<file path="src/rtl/uart_tx_scheduler_pkg.sv">
// Shared definitions for the UART transmit scheduler: FSM encodings and
// default frame parameters.
package uart_tx_scheduler_pkg;

    localparam int DEF_WORD_LENGTH  = 8;
    localparam int DEF_NUM_REQ      = 4;
    localparam int DEF_CLKS_PER_BIT = 16;
    localparam int DEF_FRAME_BITS   = DEF_WORD_LENGTH + 3;

    typedef enum logic [1:0] {
        ST_IDLE = 2'd0,
        ST_LOAD = 2'd1,
        ST_WAIT = 2'd2
    } state_t;

    // Start + data + parity + stop bits for a given word length.
    function automatic int frame_bits(input int word_length);
        return word_length + 3;
    endfunction

endpackage

</file>
<file path="src/rtl/uart_tx_scheduler_rr_priority_picker.sv">
// Round-robin picker: rotates the request vector so the source after
// last_grant sits at bit 0, priority-encodes the lowest set bit, then
// rotates the index back.
module rr_priority_picker #(
    parameter  int NUM_REQ = 4,
    localparam int IW      = $clog2(NUM_REQ)
) (
    input  logic [NUM_REQ-1:0] req,
    input  logic [IW-1:0]      last_grant,
    output logic [IW-1:0]      winner,
    output logic               valid
);

    logic [2*NUM_REQ-1:0] req_dbl;
    logic [IW:0]          shift;
    logic [IW:0]          rot_idx [NUM_REQ];
    logic [NUM_REQ-1:0]   rot_req;
    logic [IW-1:0]        pos;
    logic [IW:0]          sum;

    assign req_dbl = {req, req};
    assign shift   = (IW+1)'(last_grant) + (IW+1)'(1);

    // Doubling the vector turns the rotation into a plain indexed read.
    generate
        for (genvar gi = 0; gi < NUM_REQ; gi++) begin : g_rot
            assign rot_idx[gi] = shift + (IW+1)'(gi);
            assign rot_req[gi] = req_dbl[rot_idx[gi]];
        end
    endgenerate

    // Lowest set bit of the rotated vector wins, mapped back to a source index.
    always_comb begin
        pos = '0;
        for (int i = NUM_REQ - 1; i >= 0; i--) begin
            if (rot_req[i]) begin
                pos = IW'(i);
            end
        end
        sum = shift + (IW+1)'(pos);
        if (sum >= (IW+1)'(NUM_REQ)) begin
            winner = IW'(sum - (IW+1)'(NUM_REQ));
        end else begin
            winner = IW'(sum);
        end
        valid = |req;
    end

endmodule

</file>
<file path="src/rtl/uart_tx_scheduler.sv">
// Shares one UART transmitter among NUM_REQ byte sources. The UART has no
// busy flag, so each frame is timed locally for FRAME_CYCLES cycles
// (the LOAD cycle plus FRAME_CYCLES-1 WAIT cycles).
module uart_tx_scheduler
    import uart_tx_scheduler_pkg::*;
#(
    parameter int WORD_LENGTH  = DEF_WORD_LENGTH,
    parameter int NUM_REQ      = DEF_NUM_REQ,
    parameter int CLKS_PER_BIT = DEF_CLKS_PER_BIT,
    parameter int FRAME_BITS   = WORD_LENGTH + 3,
    localparam int GW          = $clog2(NUM_REQ)
) (
    input  logic                         clk,
    input  logic                         reset,
    input  logic [NUM_REQ-1:0]           req,
    input  logic [NUM_REQ*WORD_LENGTH-1:0] data_in,
    output logic [NUM_REQ-1:0]           ack,
    output logic [WORD_LENGTH-1:0]       DATATX,
    output logic                         Transmit,
    output logic                         busy,
    output logic [GW-1:0]                grant_id
);

    localparam int FRAME_CYCLES = FRAME_BITS * CLKS_PER_BIT;
    localparam int CW           = $clog2(FRAME_CYCLES);

    state_t               state_reg, state_next;
    logic [CW-1:0]        count_reg, count_next;
    logic [WORD_LENGTH-1:0] data_reg, data_next;
    logic [GW-1:0]        grant_reg, grant_next;
    logic [GW-1:0]        last_grant_reg, last_grant_next;
    logic [WORD_LENGTH-1:0] byte_arr [NUM_REQ];
    logic [GW-1:0]        winner;
    logic                 winner_valid;

    // Unpack the flattened source bytes.
    generate
        for (genvar gi = 0; gi < NUM_REQ; gi++) begin : g_bytes
            assign byte_arr[gi] = data_in[gi*WORD_LENGTH +: WORD_LENGTH];
        end
    endgenerate

    rr_priority_picker #(
        .NUM_REQ (NUM_REQ)
    ) u_picker (
        .req        (req),
        .last_grant (last_grant_reg),
        .winner     (winner),
        .valid      (winner_valid)
    );

    // State register.
    always_ff @(posedge clk) begin
        if (reset) begin
            state_reg <= ST_IDLE;
        end else begin
            state_reg <= state_next;
        end
    end

    // Next state: requests only matter in IDLE; WAIT ends as the count reaches 0.
    always_comb begin
        state_next = state_reg;
        case (state_reg)
            ST_IDLE: if (winner_valid) state_next = ST_LOAD;
            ST_LOAD: state_next = ST_WAIT;
            ST_WAIT: if (count_reg <= CW'(1)) state_next = ST_IDLE;
            default: state_next = ST_IDLE;
        endcase
    end

    // Datapath next values: capture winner and byte in IDLE, time the frame after.
    always_comb begin
        count_next      = count_reg;
        data_next       = data_reg;
        grant_next      = grant_reg;
        last_grant_next = last_grant_reg;
        case (state_reg)
            ST_IDLE: begin
                if (winner_valid) begin
                    data_next       = byte_arr[winner];
                    grant_next      = winner;
                    last_grant_next = winner;
                end
            end
            ST_LOAD: count_next = CW'(FRAME_CYCLES - 1);
            ST_WAIT: if (count_reg != '0) count_next = count_reg - CW'(1);
            default: count_next = '0;
        endcase
    end

    // Datapath registers; last_grant resets to the top index so source 0 goes first.
    always_ff @(posedge clk) begin
        if (reset) begin
            count_reg      <= '0;
            data_reg       <= '0;
            grant_reg      <= '0;
            last_grant_reg <= GW'(NUM_REQ - 1);
        end else begin
            count_reg      <= count_next;
            data_reg       <= data_next;
            grant_reg      <= grant_next;
            last_grant_reg <= last_grant_next;
        end
    end

    // Outputs: strobe and ack only in LOAD; byte and grant held in registers.
    always_comb begin
        Transmit = 1'b0;
        ack      = '0;
        busy     = (state_reg != ST_IDLE);
        DATATX   = data_reg;
        grant_id = grant_reg;
        if (state_reg == ST_LOAD) begin
            Transmit = 1'b1;
            ack      = NUM_REQ'(1) << grant_reg;
        end
    end

endmodule
</file>
<file path="config.mk">
export PLATFORM = sky130hd
export DESIGN_NAME = uart_tx_scheduler
export DESIGN_NICKNAME = d
export VERILOG_FILES = /design/src/rtl/uart_tx_scheduler_pkg.sv /design/src/rtl/uart_tx_scheduler_rr_priority_picker.sv /design/src/rtl/uart_tx_scheduler.sv
export SDC_FILE = /design/constraint.sdc
export NUM_CORES = 1
export LEC_CHECK = 0
export BUFFER_PORTS_ARGS = -buffer_cell sky130_fd_sc_hd__buf_2
export CORE_ASPECT_RATIO = 0.5
export CORE_UTILIZATION = 25
export DETAILED_ROUTE_END_ITERATION = 6
export GPL_ROUTABILITY_DRIVEN = 0
export GPL_TIMING_DRIVEN = 0
export PLACE_DENSITY = 0.5
export SYNTH_ARGS = -nofsm -noshare
export SYNTH_HDL_FRONTEND = slang
export SYNTH_SLANG_ARGS = --single-unit
</file>
<file path="constraint.sdc">
create_clock -name clk -period 3.1 [get_ports clk]
set_input_delay 0.155 -clock clk [delete_from_list [all_inputs] [get_ports clk]]
set_output_delay 0.155 -clock clk [all_outputs]
set_load 0.03 [all_outputs]
</file>
Yosys cells after proc, flatten, opt, wreduce, memory -nomap -nowiden
Index checks and enable logic that the tools add are counted.

operators by class
  add/sub/neg operators = 7
  multiply operators = 0
  divide/modulo/power cells = 0
  magnitude comparators = 7
  equal/unequal tests = 5
  shifts and indexed selects = 1
  muxes and demuxes = 23
  bitwise logic cells = 2
  reductions and logical operators = 7

operator list
  kind                   count
  $mux W8                3
  $pmux W8 S3            1
  $bmux W8 S2            1
  $lt A3 B4 Y1 const B   4
  $mux W2                7
  $bmux W1 S3            4
  $le A8 B1 Y1 const B   1
  $reduce_bool A8 Y1     1
  $sub A8 B1 Y8 const B  1
  $add A3 B2 Y3 const B  2
  $ge A3 B3 Y1 const B   2
  $pmux W2 S3            1
  $reduce_and A2 Y1      3
  $mux W1                5
  $mux W4                1
  $ne A2 B2 Y1 const B   2
  $reduce_or A4 Y1       1
  $shl A1 B2 Y4 const A  1
  $add A2 B1 Y3 const B  1
  $add A3 B1 Y3 const B  1
  $add A3 B2 Y3          1
  $not A2 Y3             1
  $eq A2 B1 Y1 const B   1
  $eq A2 B2 Y1 const B   1
  5 further kinds        5

storage, ports and cells
  bits in registers = 22
  bits in latches = 0
  bits in writable memories = 0
  ROM bits = 0
  input port bits = 38
  output and inout bits = 16
  logic and storage cells = 57
  memories kept = 0

Logic depth before layout (Yosys ltp)
Gate-level depths: netlist of run 1.

  depth in word-level cells = 15
  mapped depth = 13
  gate-level depth less buffers = 11

Hierarchy
A second synthesis of run 1 with hierarchy kept.

unflattened totals
  cell total of the unflattened synthesis = 173
  area total of the unflattened synthesis = 1519.0 µm²

by module, submodules not included
  module              times used  cells an instance  area an instance (µm²)  seq. area each (µm²)
  uart_tx_scheduler   1           147                1318.8                  440.4
  rr_priority_picker  1           26                 200.2                   0.0

Worst setup path after synthesis of run 1
Ideal clock, no wire load.

  path kind = register to register
  from = reg last_grant_reg[0]
  to = reg data_reg[6], in the netlist DATATX[6]
  setup time = 0.132 ns
  arrival time = 2.249 ns
  data required time = 2.968 ns
  slack = 0.718 ns
  cell stages (with the launch flop) = 11
  buffers on the path = 3
  clock period less this slack = 2.382 ns
  cell sequence = dfxtp_1 -> buf_2 -> or4_1 -> nand3_1 -> ha_1 -> buf_2 -> buf_1 -> mux2i_1 -> nor2_1 -> nand3_1 -> o311ai_1

on the way
  cells in the longest elaborated chain, start to end = 15
  elaborated cells between the ends (all ways) = 24
  classes of those cells = 6 x add/sub; 1 x order compare; 16 x mux; 1 x bitwise

RTL lines
  what                                                  RTL line                                                                                text
  start: declaration                                    uart_tx_scheduler.sv:31                                                                 logic [GW-1:0] last_grant_reg, last_grant_next;
  start signal: assignment                              uart_tx_scheduler.sv:98                                                                 last_grant_reg <= GW'(NUM_REQ - 1);
  start signal: assignment                              uart_tx_scheduler.sv:103                                                                last_grant_reg <= last_grant_next;
  $add A2 B1 Y3 (*)                                     uart_tx_scheduler_rr_priority_picker.sv:22                                              assign shift = (IW+1)'(last_grant) + (IW+1)'(1);
  $add A3 B2 Y3                                         uart_tx_scheduler_rr_priority_picker.sv:27                                              assign rot_idx[gi] = shift + (IW+1)'(gi);
  $bmux W1 S3                                           uart_tx_scheduler_rr_priority_picker.sv:28                                              assign rot_req[gi] = req_dbl[rot_idx[gi]];
  $mux W1 (implied by the code)                         uart_tx_scheduler_rr_priority_picker.sv:28
  $mux W2 (4 in series)                                 uart_tx_scheduler_rr_priority_picker.sv:36                                              if (rot_req[i]) begin
  $add A3 B2 Y3 (*)                                     uart_tx_scheduler_rr_priority_picker.sv:40                                              sum = shift + (IW+1)'(pos);
  net u_picker.sum[0]                                   uart_tx_scheduler_rr_priority_picker.sv:19                                              logic [IW:0] sum;
  $ge A3 B3 Y1 / $sub A2 B1 Y2 (equally long branches)  uart_tx_scheduler_rr_priority_picker.sv:41, uart_tx_scheduler_rr_priority_picker.sv:42
  $mux W2 (*)                                           uart_tx_scheduler_rr_priority_picker.sv:41                                              if (sum >= (IW+1)'(NUM_REQ)) begin
  $not A2 Y3 (implied by the code) (*)                  uart_tx_scheduler.sv:81                                                                 data_next = byte_arr[winner];
  $bmux W8 S2 (*)                                       uart_tx_scheduler.sv:81
  $mux W8 (implied by the code) (*) (2 in series)       uart_tx_scheduler.sv:81
  end signal: assignment                                uart_tx_scheduler.sv:101                                                                data_reg <= data_next;
  end: declaration                                      uart_tx_scheduler.sv:29                                                                 logic [WORD_LENGTH-1:0] data_reg, data_next;

The timed path passes the listed nets; every way through them passes the cells marked *. The select of a mux whose other input is x is not followed.
A chain may end at the register's enable or synchronous reset.

Worst setup path in the final report of run 1
Same ends and word-level chain as after synthesis.

==> results of run 1 <==
==> layout make-up <==
| cell class | instances | area, um^2 |
|---|---|---|
| Tap cell | 73 | 91.3 |
| Fill cell | 600 | 3710 |
| Sequential cell | 22 | 440 |
| Inverter | 7 | 26.3 |
| Multi-Input combinational cell | 148 | 1030 |
| Timing Repair Buffer | 51 | 255 |
| Clock inverter | 1 | 30.0 |
| Buffer | 10 | 53.8 |
| Clock buffer | 3 | 75.1 |
==> through the flow <==
step | instance area (um^2) | hold slack, ns | worst slack (ns)
after floorplan | 1550 | 0.228 | 0.718
after global placement | 1890 | 0.407 | 0.433
after detailed placement | 1890 | 0.423 | 0.401
after CTS | 2000 | 0.145 | 0.389
after global routing | 2000 | 0.159 | 0.132
final | 2000 | 0.149 | 0.382
==> cell families after synthesis <==
group / after synthesis / share of synthesized area (%)
AND/OR/NAND/NOR: 67 / 21.1
AO/OA/AOI/OAI: 56 / 28.3
flip-flops: 22 / 28.5
buffers and inverters: 17 / 5.18
multiplexers: 16 / 10.4
adder cells (fa/ha/maj): 6 / 4.85
XOR/XNOR: 3 / 1.70
==> cells in the final DEF, fill, tap and decap left out, drive strengths merged <==
cell type  instances
nand3              4
inv                7
o311ai             8
a22oi              3
clkbuf             6
nand3b             1
or3                4
a21oi             10
nor2              19
xnor2              3
nor4               4
and2               1
nand2b             3
nor3b              1
mux2i             16
ha                 6
bufinv             1
o21ai             14
o211ai             6
a211oi             1
dfxtp             22
a21boi             1
o22ai              1
a31oi              1
nor3               1
nand2             24
or4                4
o41ai              1
o21a               1
buf               58
o31ai              2
and3               1
a211o              7
==> critical path: stages, from the launching register on <==
cell,delay [ns]
dfxtp_1,0.34
buf_2,0.22
nor2_1,0.08
nand2_1,0.08
o211ai_1,0.08
o21ai_0,0.08
nand3_1,0.10
ha_1,0.28
buf_2,0.24
buf_1,0.61
mux2i_1,0.25
nor2_1,0.06
nand3_1,0.08
o311ai_1,0.09
==> metal layers <==
layer  routed length [um]  share of wire, %  GRT usage (%)
met2                 1950                48           22.4
met3                  140               3.4           2.51
met5                    0                 0              0
met1                 1920                47           16.0
met4                   67               1.6           4.70
==> worst paths after layout <==
kind	slack [ns]	from	cells past startpoint	to
setup / recovery	0.38	last_grant_reg[0]$_SDFFE_PP1P_	13	DATATX[6]$_SDFFE_PP0P_
hold / removal	0.15	reset	2	state_reg[0]$_SDFFE_PP0P_
setup reg to reg	0.38	last_grant_reg[0]$_SDFFE_PP1P_	13	DATATX[6]$_SDFFE_PP0P_
hold reg to reg	0.47	DATATX[6]$_SDFFE_PP0P_	2	DATATX[6]$_SDFFE_PP0P_
==> power by group through the flow <==
stage / logic (uW) / clock network [uW] / registers (uW)
after global placement: 1110 / 0 / 422
after floorplan: 809 / 0 / 492
after global routing: 1240 / 388 / 431
after CTS: 1130 / 374 / 419
after detailed placement: 1130 / 0 / 426
final: 1120 / 365 / 420
==> results.toml, run 1 <==
[drt]
drt-total-wl_mm = 4.08
drc = 0
dr.pass1.iters = 4
postRouteAntennaNets = 0
post_drt_wl_per_cell_um = 12.9
via_count = 1555
via_per_inst = 4.94
drt_iter0_markers = 56

[clocking]
clkTransAtPathRegs_ns = 0.06
cts_tree = "built"
postCtsSetupBuffers = 0
ctsResizeCount = 0
cts_buffer_depth = 2
cts_root_buf = "clkbuf_16"
htreeDepth = 1
cts_hold_buf = 0
clock_latency_ns = 0.26
numCtsBuffers = 3
cts_sinks = 22

[grt]
antenna_found_initial = 0
overflow = 0
grt_max_degree = 14
grt_util_all_layers_pct = 12.8
grt_first_pass_wirelength_mm = 6.54
grt_pass1_vias = 1413

[power_and_ir_drop]
internal_power_uw = 1060
peakVddDrop_mv = 0.224
clockPowerShare_pct = 19.2
switchingPower_uw = 845
leakagePower_uw = 0.000881
power_density_nw_per_um2 = 954
p_total_uw = 1910
pwr-share-comb_pct = 58.8
switching_share_pct = 44.3
seqPwrFrac_pct = 22.0

[logic_synthesis]
synth-seq-area-share_pct = 28.5
syn-num-nets = 231
synth_edf_count = 0
synth_top_area_share_pct = 28.5
synth_area_um2 = 1550
ys_warn_count = 0
synth_area_leaders = "dfxtp_1 (28%), mux2i_1 (10%), o311ai_2 (7.4%), nand2_1 (5.3%), ha_1 (4.9%)"
ys_top_cells_by_count = "dfxtp_1 (22), nand2_1 (22), nor2_1 (19)"
synth_cell_types = 41
synth_seq_cells = 22
postSynthCellCount = 187
ys_async_sr_fraction_pct = 0
synthFlopType = "dfxtp_1"
synth.avg_cell_area_um2 = 8.27
yosysTopAreaCell = "dfxtp_1"

[final_layout]
antenna_cells = 0
stdcell_count = 315
final_nets = 287
area_growth_pct = 29.2
fin_util_pct = 35.0
drive_gt1_share_pct = 30.2

[sta]
rsz0062_at_grt = "no"
worstMarginPinSlew_ns = 0.745
hold_violations = 0
fin_crit_sh_pct = 87.7
setup-violations-final = 0
max_freq_mhz = 368
post-route-min-period_ns = 2.72
drv_slew = 0
finClkSkew_ns = 0.00276
slew_headroom_pct = 50.3
final.setup.tns_ns = 0

[die]
die_y_um = 57.6
io_pins = 54
rows = 19
fp.dieW_um = 113
die_area_um2 = 6520
initial_core_util_pct = 27.1
placeableCoreArea_um2 = 5710

[place]
dp_hpwl_mm = 3.20
io_buffer_count = 51
dpl.cell_count = 311

[setup_path]
cp.arrival_ns = 2.85
worstSetupEndpointType = "flop"
crit_type = "reg2reg"
start_kind = "flop"
critPathMaxFanout = 10
crit_required_ns = 3.24

[worst_hold_path]
hold_class = "in2reg"

[flow_run]
cap_violations = 0

[outcome]
status = "completed"
No activity file was read; power rests on OpenSTA's default activity.
==> run 2: changes to the inputs <==
--- a/config.mk
+++ b/config.mk
@@ -6,12 +6,14 @@
 export NUM_CORES = 1
 export LEC_CHECK = 0
 export BUFFER_PORTS_ARGS = -buffer_cell sky130_fd_sc_hd__buf_2
+export CELL_PAD_IN_SITES_DETAIL_PLACEMENT = 0
+export CELL_PAD_IN_SITES_GLOBAL_PLACEMENT = 1
 export CORE_ASPECT_RATIO = 0.5
 export CORE_UTILIZATION = 25
 export DETAILED_ROUTE_END_ITERATION = 6
 export GPL_ROUTABILITY_DRIVEN = 0
 export GPL_TIMING_DRIVEN = 0
-export PLACE_DENSITY = 0.5
+export PLACE_DENSITY = 0.63
 export SYNTH_ARGS = -nofsm -noshare
 export SYNTH_HDL_FRONTEND = slang
 export SYNTH_SLANG_ARGS = --single-unit
==> constraint.sdc (replaced) <==
create_clock -name clk -period 3 [get_ports clk]
set_input_delay 0.15 -clock clk [delete_from_list [all_inputs] [get_ports clk]]
set_output_delay 0.15 -clock clk [all_outputs]
set_load 0.01 [all_outputs]
==> run 2 against run 1 <==
  * Wire length fell by 0.47%
  * Global-route usage rose by 0.12 points
  * Worst hold slack got worse by 0.0067 ns
  * Clock-buffer cell count did not move
  * Sequential cell count did not move
  * Via count fell by 0.64%
  * Final area fell by 1.7%
  * Worst setup slack improved by 0.10 ns
==> results.toml, run 2 (synthesis gave the netlist of run 1 again) <==
[outcome]
status = "completed"

[place]
dpl.cell_count = 311
io_buffer_count = 51
pre_cts_slack_ns = 0.207
dp_hpwl_mm = 3.15

[setup_path]
cp_slowest_stage_delay_ns = 0.52
crit_required_ns = 3.16
crit_buf_inv = 2
path_common_cell = "xnor2_1"
critPathMaxFanout = 10
worstSetupEndpointType = "flop"
cp_slowest_cell = "or4_1"
path_cells = "buf_2, or4_1, nand3_1, ha_1, xnor2_1, xnor2_1, or3_1, buf_4, a211o_1, o311ai_2"
path_depth = 10
worstRegToRegCells = 10
cp.arrival_ns = 2.68
start_kind = "flop"
cpLargestDelayFamily = "simple AND/OR/NAND/NOR gates"
crit_type = "reg2reg"

[final_layout]
antenna_cells = 0
layout_commonest_cell = "buf_2"
stdcell_count = 313
drive_gt1_share_pct = 30.0
area_growth_pct = 27.0
final_nets = 286
layout_common_cells = "buf_2 (55), dfxtp_1 (22), nand2_1 (22)"

[die]
io_pins = 54
initial_core_util_pct = 27.1
die_y_um = 57.6
rows = 19
die_area_um2 = 6520
fp.dieW_um = 113
placeableCoreArea_um2 = 5710

[worst_hold_path]
hold-path-cell-count = 2
hold_class = "in2reg"

[sta]
worstMarginPinSlew_ns = 0.689
final.setup.tns_ns = 0
finClkSkew_ns = 0.00524
drv_slew = 0
slew_headroom_pct = 54.1
worst_hold_slack_ns = 0.142
fin_crit_sh_pct = 83.8
finalWorstSetupSlack_ns = 0.485
max_freq_mhz = 398
rsz0062_at_grt = "no"
hold_violations = 0
setup-violations-final = 0
post-route-min-period_ns = 2.52

[grt]
grt_max_degree = 12
antenna_found_initial = 0
grt_first_pass_wirelength_mm = 6.80
overflow = 0
grt_pass1_vias = 1493
grt_util_all_layers_pct = 12.9

[clocking]
htreeDepth = 1
postCtsSetupBuffers = 0
ctsResizeCount = 0
numCtsBuffers = 3
cts_tree = "built"
clkTransAtPathRegs_ns = 0.06
cts_buffer_depth = 2
cts_hold_buf = 0
cts_sinks = 22
cts_root_buf = "clkbuf_16"
clock_latency_ns = 0.25

[drt]
post_drt_wl_per_cell_um = 13.0
via_count = 1545
drc = 0
via_per_inst = 4.94
drt_iter0_markers = 43
dr.pass1.iters = 4
postRouteAntennaNets = 0
drt-total-wl_mm = 4.06

[power_and_ir_drop]
power_density_nw_per_um2 = 903
leakagePower_uw = 0.000866
p_total_uw = 1770
peakVddDrop_mv = 0.264

[flow_run]
cap_violations = 0
==> run 2: worst paths after layout <==
kind | endpoint | from | slack (ns)
worst min register to register | DATATX[3]$_SDFFE_PP0P_ | DATATX[3]$_SDFFE_PP0P_ | 0.48
worst max-delay path | DATATX[0]$_SDFFE_PP0P_ | last_grant_reg[0]$_SDFFE_PP1P_ | 0.48
worst min-delay path | state_reg[0]$_SDFFE_PP0P_ | reset | 0.14
worst max register to register | DATATX[0]$_SDFFE_PP0P_ | last_grant_reg[0]$_SDFFE_PP1P_ | 0.48
==> run 2: metal layers <==
layer	wire (um)	global-route usage (%)
met4	19	2.82
met5	0	0
met3	58	2.93
met1	1990	16.5
met2	1990	22.7
==> run 2: report_power, final <==
| group | internal (uW) | total [uW] | switching [uW] | leakage, uW |
|---|---|---|---|---|
| Combinational | 455 | 1060 | 606 | 0.000648 |
| Clock | 176 | 281 | 105 | 0.0000370 |
| Sequential | 369 | 431 | 61.9 | 0.000181 |
| Total | 1000 | 1770 | 773 | 0.000866 |
==> run 2: stage by stage <==
stage	cell area (um^2)	util, %
after global placement	1890	33.2
after floorplan	1550	-
after global routing	1960	34.4
final	1960	34.4
after detailed placement	1890	33.2
after CTS	1970	34.5
==> run 2: cell type report <==
cell class                      count  area (um^2)
Fill cell                         606         3740
Multi-Input combinational cell    148         1030
Sequential cell                    22          440
Timing Repair Buffer               51          255
Tap cell                           73         91.3
Clock buffer                        3         75.1
Buffer                              9         50.0
Inverter                            7         26.3
==> run 2: worst register-to-register path, cell delays in order, from the launching register on <==
cell and delay (ns):
dfxtp_1 0.32, buf_2 0.18, or4_1 0.53, nand3_1 0.11, ha_1 0.16, xnor2_1 0.13, xnor2_1 0.12, or3_1 0.32
buf_4 0.19, a211o_1 0.32, o311ai_2 0.07
==> run 3: changes to the inputs <==
==> constraint.sdc (replaced) <==
create_clock -name clk -period 2.5 [get_ports clk]
set_input_delay 0.125 -clock clk [delete_from_list [all_inputs] [get_ports clk]]
set_output_delay 0.125 -clock clk [all_outputs]
set_load 0.01 [all_outputs]
==> run 3 against run 2 <==
  * Final cell count is 0.32% lower
  * Die area unchanged
  * Power increased by 21%
  * Worst setup slack worse by 0.37 ns
  * Clock skew about the same
  * Maximum frequency is 5.3% higher
  * Via count is essentially flat
  * Global-route usage shrank 0.069 points
  * Sequential power is 25% higher
  * Register-to-register slack worse by 0.37 ns
==> results.toml, run 3 (synthesis gave the netlist of run 1 again) <==
[clocking]
cts_buffer_depth = 2
clock_latency_ns = 0.25
clkTransAtPathRegs_ns = 0.06
cts_root_buf = "clkbuf_16"
cts_hold_buf = 0
htreeDepth = 1
cts_tree = "built"
numCtsBuffers = 3
cts_sinks = 22

[sta]
max_freq_mhz = 419
fin_crit_sh_pct = 95.5
drv_slew = 0
worstMarginPinSlew_ns = 0.700
post-route-min-period_ns = 2.39
rsz0062_at_grt = "no"
finalWorstSetupSlack_ns = 0.111
hold_violations = 0
setup-violations-final = 0
finClkSkew_ns = 0.00524
slew_headroom_pct = 53.4
final.setup.tns_ns = 0

[setup_path]
r2r_slack_ns = 0.11
worstSetupEndpointType = "flop"
cp_slowest_cell = "or4_1"
crit_type = "reg2reg"
path_common_cell = "xnor2_1"
worstRegToRegCells = 9
path_cells = "or4_1, nand3_1, ha_1, xnor2_1, xnor2_1, or3_1, buf_4, a211o_1, o311ai_2"
path_depth = 9
cp.arrival_ns = 2.55
start_kind = "flop"
cp_slowest_stage_delay_ns = 0.52
crit_required_ns = 2.66
cpLargestDelayFamily = "simple AND/OR/NAND/NOR gates"
critPathMaxFanout = 12
crit_buf_inv = 1

[place]
pre_cts_slack_ns = -0.293
io_buffer_count = 51
dpl.cell_count = 311
dp_hpwl_mm = 3.15
place_area_um2 = 1890

[drt]
via_count = 1544
drc = 0
post_drt_wl_per_cell_um = 13.0
postRouteAntennaNets = 0
drt-total-wl_mm = 4.06
via_per_inst = 4.95
drt_iter0_markers = 45
dr.pass1.iters = 4

[grt]
grt_util_all_layers_pct = 12.9
grt_pass1_vias = 1470
overflow = 0
grt_max_degree = 18
antenna_found_initial = 0
grt_first_pass_wirelength_mm = 6.76

[final_layout]
final_nets = 285
antenna_cells = 0
finish.instance_area_um2 = 1970
drive_gt1_share_pct = 30.5
fillers = 604
layout_common_cells = "buf_2 (54), nand2_1 (22), dfxtp_1 (21)"
area_growth_pct = 27.4
layout_commonest_cell = "buf_2"
stdcell_count = 312

[power_and_ir_drop]
power_density_nw_per_um2 = 1090
leakagePower_uw = 0.000865
peakVddDrop_mv = 0.316

[die]
die_y_um = 57.6
placeableCoreArea_um2 = 5710
rows = 19
die_area_um2 = 6520
initial_core_util_pct = 27.1
fp.dieW_um = 113
io_pins = 54

[flow_run]
cap_violations = 0

[outcome]
status = "completed"

[worst_hold_path]
hold-path-cell-count = 2
hold_class = "in2reg"
run 3: cell count changes in the layout (fill, tap and decap cells not counted):
cell      previous run  this run
o311ai_1             1         0
dfxtp_1             22        21
dfxtp_4              0         1
buf_2               55        54
o311ai_2             7         8
run 3: power by group:
group / total [uW] / internal, uW / switching (uW) / leakage (uW)
Clock: 338 / 211 / 127 / 0.0000370
Combinational: 1260 / 547 / 716 / 0.000647
Sequential: 538 / 447 / 91.2 / 0.000181
run 3: final cells by class:
| cell class | count | area, um^2 | share of cell area, % |
|---|---|---|---|
| tap | 73 | 91.3 | 4.63 |
| buffer | 8 | 45.0 | 2.29 |
| clock buffer | 3 | 75.1 | 3.81 |
| timing repair buffer | 51 | 255 | 13.0 |
| sequential | 22 | 444 | 22.5 |
| inverter | 7 | 26.3 | 1.33 |
| multi-input combinational | 148 | 1030 | 52.4 |
run 3: layer usage:
layer | track usage [%] | vias to the layer above | wire [um]
met3 | 2.93 | 2 | 58
li1 | - | 799 | -
met2 | 22.6 | 9 | 1990
met1 | 16.4 | 734 | 1990
met4 | 2.82 | 0 | 19
met5 | 0 | - | 0
run 3: worst paths after layout:
kind,start,endpoint
setup / recovery,last_grant_reg[0]$_SDFFE_PP1P_,DATATX[0]$_SDFFE_PP0P_
hold / removal,reset,state_reg[0]$_SDFFE_PP0P_
setup reg to reg,last_grant_reg[0]$_SDFFE_PP1P_,DATATX[0]$_SDFFE_PP0P_
hold reg to reg,DATATX[3]$_SDFFE_PP0P_,DATATX[3]$_SDFFE_PP0P_
run 3: stage by stage:
stage / total power [uW] / hold WS [ns] / util [%]
after detailed placement: 1830 / 0.385 / 33.2
after global routing: 2320 / 0.118 / 34.5
final: 2140 / 0.117 / 34.5
after floorplan: 1510 / 0.198 / -
after CTS: 2160 / 0.112 / 34.4
after global placement: 1810 / 0.379 / 33.2
run 3: timing repair:
action                                  CTS  global route
endpoints found under the setup margin   10             8
gates resized for setup                   1             2
setup buffers                             0             0
